$ cat src/rtl/alu_arbiter_pkg.sv
// Shared definitions for the two-requester ALU arbiter: opcodes, the highest
// legal opcode and the FSM state type.
package alu_pkg;

    typedef enum logic [3:0] {
        PASS = 4'd0,
        ADD  = 4'd1,
        SUB  = 4'd2,
        SHL1 = 4'd3,
        SHL2 = 4'd4,
        SHR4 = 4'd5,
        INC  = 4'd6
    } alu_op_e;

    localparam logic [3:0] LAST_OP = INC;

    typedef enum logic [2:0] {
        IDLE,
        EXEC,
        WAIT_D,
        CAPT,
        RESP
    } state_e;

    function automatic logic isLegalOp(input logic [3:0] op, input logic [3:0] lastOp);
        return op <= lastOp;
    endfunction

endpackage

$ cat src/rtl/alu_arbiter_if.sv
// Request/response bundle between the two requesters and the arbiter.
interface alu_arbiter_if #(
    parameter int DWIDTH = 16
);

    logic              req0_valid;
    logic              req0_ready;
    logic [3:0]        req0_op;
    logic [DWIDTH-1:0] req0_a;
    logic [DWIDTH-1:0] req0_b;

    logic              req1_valid;
    logic              req1_ready;
    logic [3:0]        req1_op;
    logic [DWIDTH-1:0] req1_a;
    logic [DWIDTH-1:0] req1_b;

    logic              rsp0_valid;
    logic              rsp1_valid;
    logic              rsp_ready;
    logic [DWIDTH-1:0] rsp_data;
    logic              rsp_zero;
    logic              rsp_err;

    modport master (
        output req0_valid, req0_op, req0_a, req0_b,
        output req1_valid, req1_op, req1_a, req1_b,
        output rsp_ready,
        input  req0_ready, req1_ready,
        input  rsp0_valid, rsp1_valid, rsp_data, rsp_zero, rsp_err
    );

    modport slave (
        input  req0_valid, req0_op, req0_a, req0_b,
        input  req1_valid, req1_op, req1_a, req1_b,
        input  rsp_ready,
        output req0_ready, req1_ready,
        output rsp0_valid, rsp1_valid, rsp_data, rsp_zero, rsp_err
    );

endinterface

$ cat src/rtl/alu_arbiter_rr_arbiter_2.sv
// Two-way round-robin grant; the requester not served last wins a tie.
module rr_arbiter_2 (
    input  logic       clk,
    input  logic       rst_n,
    input  logic [1:0] req_i,
    input  logic       update_i,
    input  logic       served_i,
    output logic [1:0] grant_o
);

    logic lastServed_q;

    // Reset to requester 1 so that requester 0 wins the first tie.
    always_ff @(posedge clk) begin
        if (!rst_n) begin
            lastServed_q <= 1'b1;
        end else if (update_i) begin
            lastServed_q <= served_i;
        end
    end

    always_comb begin
        grant_o = 2'b00;
        unique case (req_i)
            2'b01:   grant_o = 2'b01;
            2'b10:   grant_o = 2'b10;
            2'b11:   grant_o = lastServed_q ? 2'b01 : 2'b10;
            default: grant_o = 2'b00;
        endcase
    end

endmodule

$ cat src/rtl/alu_arbiter.sv
// Shares one external registered ALU between two requesters; legal ops go
// through a fixed EXEC/WAIT_D/CAPT pipeline, illegal ops answer immediately.
module alu_arbiter #(
    parameter int         DWIDTH  = 16,
    parameter logic [3:0] LAST_OP = alu_pkg::LAST_OP
) (
    input  logic              clk,
    input  logic              rst_n,
    alu_arbiter_if.slave      bus,
    output logic [DWIDTH-1:0] alu_operand1,
    output logic [DWIDTH-1:0] alu_operand2,
    output logic [3:0]        alu_operation,
    input  logic [DWIDTH-1:0] alu_dout,
    input  logic              alu_z,
    output logic              busy
);

    import alu_pkg::*;

    state_e            state_q, state_d;
    logic              grantee_q, grantee_d;
    logic [3:0]        aluOp_q, aluOp_d;
    logic [DWIDTH-1:0] aluA_q, aluA_d;
    logic [DWIDTH-1:0] aluB_q, aluB_d;
    logic [DWIDTH-1:0] rspData_q, rspData_d;
    logic              rspZero_q, rspZero_d;
    logic              rspErr_q, rspErr_d;

    logic              idle;
    logic [1:0]        reqValid;
    logic [1:0]        grant;
    logic [1:0]        reqReady;
    logic              handshake;
    logic              hsSel;
    logic              arbUpdate;
    logic [3:0]        selOp;
    logic [DWIDTH-1:0] selA;
    logic [DWIDTH-1:0] selB;

    // Ready is held low while reset is asserted, even though state is IDLE.
    assign idle     = rst_n && (state_q == IDLE);
    assign reqValid = {bus.req1_valid, bus.req0_valid};

    rr_arbiter_2 uArb (
        .clk      (clk),
        .rst_n    (rst_n),
        .req_i    (reqValid),
        .update_i (arbUpdate),
        .served_i (grantee_q),
        .grant_o  (grant)
    );

    assign reqReady  = idle ? grant : 2'b00;
    assign handshake = |(reqReady & reqValid);
    assign hsSel     = reqReady[1];
    assign selOp     = hsSel ? bus.req1_op : bus.req0_op;
    assign selA      = hsSel ? bus.req1_a  : bus.req0_a;
    assign selB      = hsSel ? bus.req1_b  : bus.req0_b;

    always_comb begin
        state_d   = state_q;
        grantee_d = grantee_q;
        aluOp_d   = aluOp_q;
        aluA_d    = aluA_q;
        aluB_d    = aluB_q;
        rspData_d = rspData_q;
        rspZero_d = rspZero_q;
        rspErr_d  = rspErr_q;
        arbUpdate = 1'b0;
        unique case (state_q)
            IDLE: begin
                if (handshake) begin
                    grantee_d = hsSel;
                    if (isLegalOp(selOp, LAST_OP)) begin
                        aluOp_d = selOp;
                        aluA_d  = selA;
                        aluB_d  = selB;
                        state_d = EXEC;
                    end else begin
                        rspData_d = '0;
                        rspZero_d = 1'b0;
                        rspErr_d  = 1'b1;
                        state_d   = RESP;
                    end
                end
            end
            EXEC:   state_d = WAIT_D;
            WAIT_D: state_d = CAPT;
            // alu_z trails alu_dout by a cycle and is low for a zero result.
            CAPT: begin
                rspData_d = alu_dout;
                rspZero_d = ~alu_z;
                rspErr_d  = 1'b0;
                state_d   = RESP;
            end
            RESP: begin
                if (bus.rsp_ready) begin
                    arbUpdate = 1'b1;
                    state_d   = IDLE;
                end
            end
            default: state_d = IDLE;
        endcase
    end

    always_ff @(posedge clk) begin
        if (!rst_n) begin
            state_q   <= IDLE;
            grantee_q <= 1'b0;
            aluOp_q   <= 4'b0000;
            aluA_q    <= '0;
            aluB_q    <= '0;
            rspData_q <= '0;
            rspZero_q <= 1'b0;
            rspErr_q  <= 1'b0;
        end else begin
            state_q   <= state_d;
            grantee_q <= grantee_d;
            aluOp_q   <= aluOp_d;
            aluA_q    <= aluA_d;
            aluB_q    <= aluB_d;
            rspData_q <= rspData_d;
            rspZero_q <= rspZero_d;
            rspErr_q  <= rspErr_d;
        end
    end

    assign bus.req0_ready = reqReady[0];
    assign bus.req1_ready = reqReady[1];
    assign bus.rsp0_valid = (state_q == RESP) && !grantee_q;
    assign bus.rsp1_valid = (state_q == RESP) &&  grantee_q;
    assign bus.rsp_data   = rspData_q;
    assign bus.rsp_zero   = rspZero_q;
    assign bus.rsp_err    = rspErr_q;
    assign alu_operation  = aluOp_q;
    assign alu_operand1   = aluA_q;
    assign alu_operand2   = aluB_q;
    assign busy           = (state_q != IDLE);

endmodule

$ cat src/flat_wrapper.sv
// flat-port wrapper written by rule: the top's interface ports become plain ports
module alu_arbiter_flat import alu_pkg::*;
#(
    parameter int         DWIDTH  = 16,
    parameter logic [3:0] LAST_OP = alu_pkg::LAST_OP
)
  (clk, rst_n, alu_operand1, alu_operand2, alu_operation, alu_dout, alu_z, busy, bus_req0_valid, bus_req0_op, bus_req0_a, bus_req0_b, bus_req1_valid, bus_req1_op, bus_req1_a, bus_req1_b, bus_rsp_ready, bus_req0_ready, bus_req1_ready, bus_rsp0_valid, bus_rsp1_valid, bus_rsp_data, bus_rsp_zero, bus_rsp_err);
  alu_arbiter_if #(.DWIDTH(DWIDTH)) bus_i ();
  input  logic clk;
  input  logic rst_n;
  output logic [DWIDTH-1:0] alu_operand1;
  output logic [DWIDTH-1:0] alu_operand2;
  output logic [3:0] alu_operation;
  input  logic [DWIDTH-1:0] alu_dout;
  input  logic alu_z;
  output logic busy;
  input wire logic [$bits(bus_i.req0_valid)-1:0] bus_req0_valid;
  input wire logic [$bits(bus_i.req0_op)-1:0] bus_req0_op;
  input wire logic [$bits(bus_i.req0_a)-1:0] bus_req0_a;
  input wire logic [$bits(bus_i.req0_b)-1:0] bus_req0_b;
  input wire logic [$bits(bus_i.req1_valid)-1:0] bus_req1_valid;
  input wire logic [$bits(bus_i.req1_op)-1:0] bus_req1_op;
  input wire logic [$bits(bus_i.req1_a)-1:0] bus_req1_a;
  input wire logic [$bits(bus_i.req1_b)-1:0] bus_req1_b;
  input wire logic [$bits(bus_i.rsp_ready)-1:0] bus_rsp_ready;
  output wire logic [$bits(bus_i.req0_ready)-1:0] bus_req0_ready;
  output wire logic [$bits(bus_i.req1_ready)-1:0] bus_req1_ready;
  output wire logic [$bits(bus_i.rsp0_valid)-1:0] bus_rsp0_valid;
  output wire logic [$bits(bus_i.rsp1_valid)-1:0] bus_rsp1_valid;
  output wire logic [$bits(bus_i.rsp_data)-1:0] bus_rsp_data;
  output wire logic [$bits(bus_i.rsp_zero)-1:0] bus_rsp_zero;
  output wire logic [$bits(bus_i.rsp_err)-1:0] bus_rsp_err;
  assign bus_i.req0_valid = bus_req0_valid;
  assign bus_i.req0_op = bus_req0_op;
  assign bus_i.req0_a = bus_req0_a;
  assign bus_i.req0_b = bus_req0_b;
  assign bus_i.req1_valid = bus_req1_valid;
  assign bus_i.req1_op = bus_req1_op;
  assign bus_i.req1_a = bus_req1_a;
  assign bus_i.req1_b = bus_req1_b;
  assign bus_i.rsp_ready = bus_rsp_ready;
  assign bus_req0_ready = bus_i.req0_ready;
  assign bus_req1_ready = bus_i.req1_ready;
  assign bus_rsp0_valid = bus_i.rsp0_valid;
  assign bus_rsp1_valid = bus_i.rsp1_valid;
  assign bus_rsp_data = bus_i.rsp_data;
  assign bus_rsp_zero = bus_i.rsp_zero;
  assign bus_rsp_err = bus_i.rsp_err;
  alu_arbiter #(.DWIDTH(DWIDTH), .LAST_OP(LAST_OP)) u_core (.clk(clk), .rst_n(rst_n), .bus(bus_i), .alu_operand1(alu_operand1), .alu_operand2(alu_operand2), .alu_operation(alu_operation), .alu_dout(alu_dout), .alu_z(alu_z), .busy(busy));
endmodule
$ cat config.mk
export PLATFORM = sky130hd
export DESIGN_NAME = alu_arbiter_flat
export DESIGN_NICKNAME = d
export VERILOG_FILES = /design/src/rtl/alu_arbiter_pkg.sv /design/src/rtl/alu_arbiter_if.sv /design/src/rtl/alu_arbiter_rr_arbiter_2.sv /design/src/rtl/alu_arbiter.sv /design/src/flat_wrapper.sv
export SDC_FILE = /design/constraint.sdc
export NUM_CORES = 1
export LEC_CHECK = 0
export ABC_AREA = 1
export CAP_MARGIN = 20
export CELL_PAD_IN_SITES_DETAIL_PLACEMENT = 1
export CELL_PAD_IN_SITES_GLOBAL_PLACEMENT = 1
export CORE_ASPECT_RATIO = 0.5
export CORE_UTILIZATION = 28
export CTS_BUF_LIST = sky130_fd_sc_hd__clkbuf_2 sky130_fd_sc_hd__clkbuf_4 sky130_fd_sc_hd__clkbuf_8
export DETAILED_ROUTE_END_ITERATION = 8
export PLACE_DENSITY_LB_ADDON = 0.1
export SETUP_SLACK_MARGIN = 0.15
export SLEW_MARGIN = 20
export SYNTH_ARGS = -nofsm -noshare
export SYNTH_HDL_FRONTEND = slang
export SYNTH_SLANG_ARGS = --single-unit
$ cat constraint.sdc
create_clock -name clk -period 2.3 [get_ports clk]
set_clock_uncertainty 0.05 [all_clocks]
set_input_delay 0.46 -clock clk [delete_from_list [all_inputs] [get_ports clk]]
set_output_delay 0.46 -clock clk [all_outputs]
set_load 0.02 [all_outputs]
; ---- Word-level counts from Yosys, hierarchy flattened
; Index checks and enable logic that the tools add are counted.
[word_totals]
reg_bits = 59
[classes]
magnitude_cmp = 1
eq_ne = 10
muxes = 21
bitwise_logic = 2
reduce_logical = 12
[op_table]
columns = operator, count
row1 = $mux W16, 4
row2 = $pmux W16 S2, 1
row3 = $pmux W3 S5, 1
row4 = $mux W3, 3
row5 = $eq A3 B2 Y1 const B, 2
row6 = $mux W1, 6
row7 = $pmux W2 S3, 1
row8 = $reduce_and A3 Y1, 2
row9 = $eq A2 B2 Y1 const B, 2
row10 = $le A4 B3 Y1 const B, 1
row11 = $mux W2, 2
row12 = $mux W4, 1
row13 = $ne A2 B2 Y1 const B, 2
row14 = $pmux W1 S2, 2
row15 = $reduce_and A2 Y1, 2
row16 = $eq A3 B1 Y1 const B, 1
row17 = $eq A3 B3 Y1 const B, 1
row18 = $logic_and A1 B1 Y1, 3
row19 = $logic_not A3 Y1, 1
row20 = $reduce_bool A3 Y1, 1
row21 = $and A2 B2 Y2, 1
row22 = $eq A2 B1 Y1 const B, 1
row23 = $ne A2 B1 Y1 const B, 1
row24 = $reduce_bool A2 Y1, 1
row25 = 3 further kinds, 3

; ---- Longest topological paths before layout
[depth]
depth_word = 8
mapped_depth = 12
depth_no_buf = 10

; ---- Modules after synthesis
; A second synthesis with hierarchy kept.
[unflattened]
hier_cells = 395
hier_area_um2 = 2681.3
[by_module_without_submodules]
columns = module, n_inst, cells_per_inst, area_per_inst_um2, seq_area_each_um2
row1 = alu_arbiter, 1, 387, 2626.3, 1161.1
row2 = rr_arbiter_2, 1, 8, 55.1, 20.0

; ---- Worst setup path before layout
; No wires, ideal clock.
[synth_path]
path_type = input-to-output
from = in rst_n
to = out bus_req0_ready
arrival_ns = 1.539
setup_slack_ns = 0.251
path_stages = 5
n_path_buf = 1
path_cell_list = buf_2 > nand3_4 > nor2_1 > inv_1 > a21oi_1
[synth_via]
elab_chain_len = 2
[synth_rtl]
columns = element, line
row1 = start: declaration, flat_wrapper.sv:10  ; input logic rst_n;
row2 = $logic_and A1 B1 Y1, alu_arbiter.sv:41  ; assign idle = rst_n && (state_q == IDLE);
row3 = $mux W2, alu_arbiter.sv:53  ; assign reqReady = idle ? grant : 2'b00;
row4 = end: declaration, flat_wrapper.sv:26  ; output wire logic [$bits(bus_i.req0_ready)-1:0] bus_req0_ready;
; Every way passes these cells.

; ---- Worst setup path in the final report
[layout_path]
from = in bus_req1_valid
to = out bus_req0_ready
[layout_via]
elab_chain_len = 3
elab_cells_between_ends = 5
cone_classes = 3 x eq/ne / 2 x mux
[layout_rtl]
columns = element, line
row1 = start: declaration, flat_wrapper.sv:21  ; input wire logic [$bits(bus_i.req1_valid)-1:0] bus_req1_valid;
row2 = $eq A2 B2 Y1 or $eq A2 B1 Y1 (tied branches), alu_arbiter_rr_arbiter_2.sv:24  ; unique case (req_i)
row3 = $pmux W2 S3 (*), alu_arbiter_rr_arbiter_2.sv:24
row4 = $mux W2 (*), alu_arbiter.sv:53
; Every way passes the cells marked *; elsewhere a longest branch is shown, timed or not.

==> metrics.txt <==
via count 3,144; EDFF count, synth 0; final wirelength 8.91 mm; chip width 148 um; Layout Area Growth over Synthesis 66.5%; status completed; first-pass GRT wire length 13.8 mm; layout filler cell count 1,279; leakage 2.16 nW; Worst Hold Slack 0.398 ns; Slew @ Worst Pin 0.557 ns; Worst-path clk slew 0.07 ns; Max Used Layer met4; Switch Pwr 1.66 mW; #FFs+latches synth 59; cells taking the most area after synthesis dfxtp_1 (39%), nand2_1 (14%), mux2_2 (12%); top-area cell type share of the netlist area 39.3%; Clk Tree Root Cell clkbuf_8; Post-Synthesis Cells 427; Pint 2.96 mW; CP max stage delay 0.50 ns; Total GRT Usage 15.9%; Post-CTS Setup Bufs 0; synthesized cell area 3000 um^2; wl on met1 4.10 mm; CP max FO 3; die area 11,200 um^2; top-count cell post-synth nand2_1; cell taking the most area after synthesis dfxtp_1; Mean Syn Cell Area 7.03 um^2; H-Tree Depth 3; residual DRC count 0; gpl congestion 0.732; Worst IR Drop VDD 497 uV; Num Clock Sinks 59; Worst path slowest cell clkdlybuf4s50_1; Tmin final 2.08 ns; register area share after synthesis 39.3%; ys async rst share 0%; vias in the first global route 2,855; drt wl/cell 12.2 um; row count 26; remaining antenna violation count 0; TritonRoute pass-1 iters 4; DP HPWL 6.36 mm; initial antenna violation count 0; gr ovfl total 0; total of max-cap violations 0; setup violators final 0; Clk pwr share 23.9%; crit start category input port; Reg2Reg Depth 12; fmax 481 MHz; CP dominant cell by count nor2_1; Comb power frac 45.9%; critical path arrival 1.57 ns; cell chain of the critical path clkdlybuf4s50_1 -> nor2_1 -> nor2_1 -> inv_1 -> a21oi_1 -> buf_4; max-slew violation count 0; syn nets 521; Starting DRT DRC Count 63; Synth top cells by count nand2_1 (115), nor2_1 (88), dfxtp_1 (59); RSZ-0062 raised after global routing yes; Final nets 679; Hold Path Cell Cnt 2; TritonCTS Buffers 9; Avg Vias per Cell 4.31; Sw Share 35.9%; IO buf count 152; die height 75.2 um; Slew Limit Headroom 62.9%; met2 routed WL 4.20 mm; core area 10,300 um^2; Seq pwr share 30.2%; worst skew pair latency 0.35 ns; YS warnings 0; Worst Path Class, Setup in2out; Final Hold Fails 0; Setup crit end kind primary output; met3 WL post-DR 540 um; final std cells w/o fill 730; Clock Tree Buf Depth 2; largest net degree at the start of global routing 68; top_reg_cell synth dfxtp_1; CTS tree built; CP required 1.79 ns; Synth cell types 24; worst hold path class reg2reg; DP Cell Count 713; period utilization 90.5%; I/O pins 153; Antenna Diode Count 0; Starting Density 29.1%; proportion of layout cells with a drive suffix above 1 13.7%; pwr/cell area 924 nW/um^2
==> path summary, 6_finish.rpt <==
path,start,endpoint,slack (ns)
worst max-delay path,bus_req1_valid,bus_req0_ready,0.22
worst min-delay path,u_core.bus.rsp_err,u_core.bus.rsp_err,0.40
worst max register to register,u_core.state_q[0],u_core.alu_operand2[15],0.37
worst min register to register,u_core.bus.rsp_err,u_core.bus.rsp_err,0.40
==> layout make-up <==
type                    count  area, um^2  area share [%]
clock buffers              12         159            3.18
clock inverters             4        72.6            1.45
multi-input cells         300        1520            30.4
repair buffers            171        1730            34.6
well taps                 140         175            3.50
inverters                  44         165            3.30
flip-flops and latches     59        1180            23.6
==> flip-flops by register name (all words and copies together) (netlist names) <==
name	cells
u_core.bus.rsp_err	1
u_core.alu_operand1	16
u_core.bus.rsp_data	16
u_core.alu_operand2	16
u_core.grantee_q	1
u_core.bus.rsp_zero	1
u_core.state_q	3
u_core.alu_operation	4
u_core.uArb.lastServed_q	1
==> logic make-up (layout without fill, tap and decap cells) <==
family	Yosys count	after routing	share of synthesized area, %
buf+inv	68	231	10.7
flops	59	59	39.3
simple gates	235	235	32.4
compound gates	34	34	6.00
mux	31	31	11.6
==> layer usage <==
metal / vias up / track usage, %
met5: - / 0
met4: 0 / 4.12
met3: 9 / 5.76
met2: 82 / 27.9
met1: 1416 / 18.7
li1: 1637 / -
==> power by group through the flow <==
stage	registers [mW]	logic [mW]	clock network [mW]
4_1_cts	1.40	2.12	1.15
5_1_grt	1.43	2.33	1.19
6_report	1.40	2.12	1.10
2_1_floorplan	1.68	0.951	0
3_5_place_dp	1.42	2.12	0
3_3_place_gp	1.41	2.11	0
==> through the flow <==
| stage | setup slack (ns) | area [um^2] | util [%] | TNS (ns) | power, mW |
|---|---|---|---|---|---|
| 6_report | 0.219 | 5000 | 48.5 | 0 | 4.62 |
| 4_1_cts | 0.0401 | 4960 | 48.1 | 0 | 4.67 |
| 3_3_place_gp | -0.190 | 4740 | 45.9 | -2.25 | 3.52 |
| 2_1_floorplan | 0.251 | 3000 | - | 0 | 2.63 |
| 3_5_place_dp | -0.236 | 4740 | 45.9 | -3.65 | 3.54 |
| 5_1_grt | 0.135 | 5000 | 48.5 | 0 | 4.96 |
==> worst max-delay path, delay by kind of cell <==
kind / cells / cell delay, ns
buffers and inverters: 3 / 0.75
AO/OA/AOI/OAI: 1 / 0.16
AND/OR/NAND/NOR: 2 / 0.19
==> cell usage in the layout, fill, tap and decap left out, types with 2 or more instances in the layout <==
cell             netlist  routed
buf_12                 0       5
clkdlybuf4s50_1        0     146
nand2_1              115     115
nor2_1                88      87
buf_4                  2      13
nand3_4                1       2
o21ai_0                4       4
clkbuf_2               0       2
bufinv_16              0       2
mux2_2                31      31
inv_1                 43      43
dfxtp_1               59      59
nor2_4                 2       2
nand3_1               19      19
nand3_2                3       2
nand4_1                4       4
a21oi_1               26      26
clkbuf_8               0      11
==> repair_timing <==
item | CTS | global route
hold buffers | 0 | 0
gates cloned | 0 | 1
resized for setup | 6 | 12
endpoints found under the setup margin | 5 | 28
hold endpoints to repair | 0 | 0
Power figures use the tool's default switching activity.
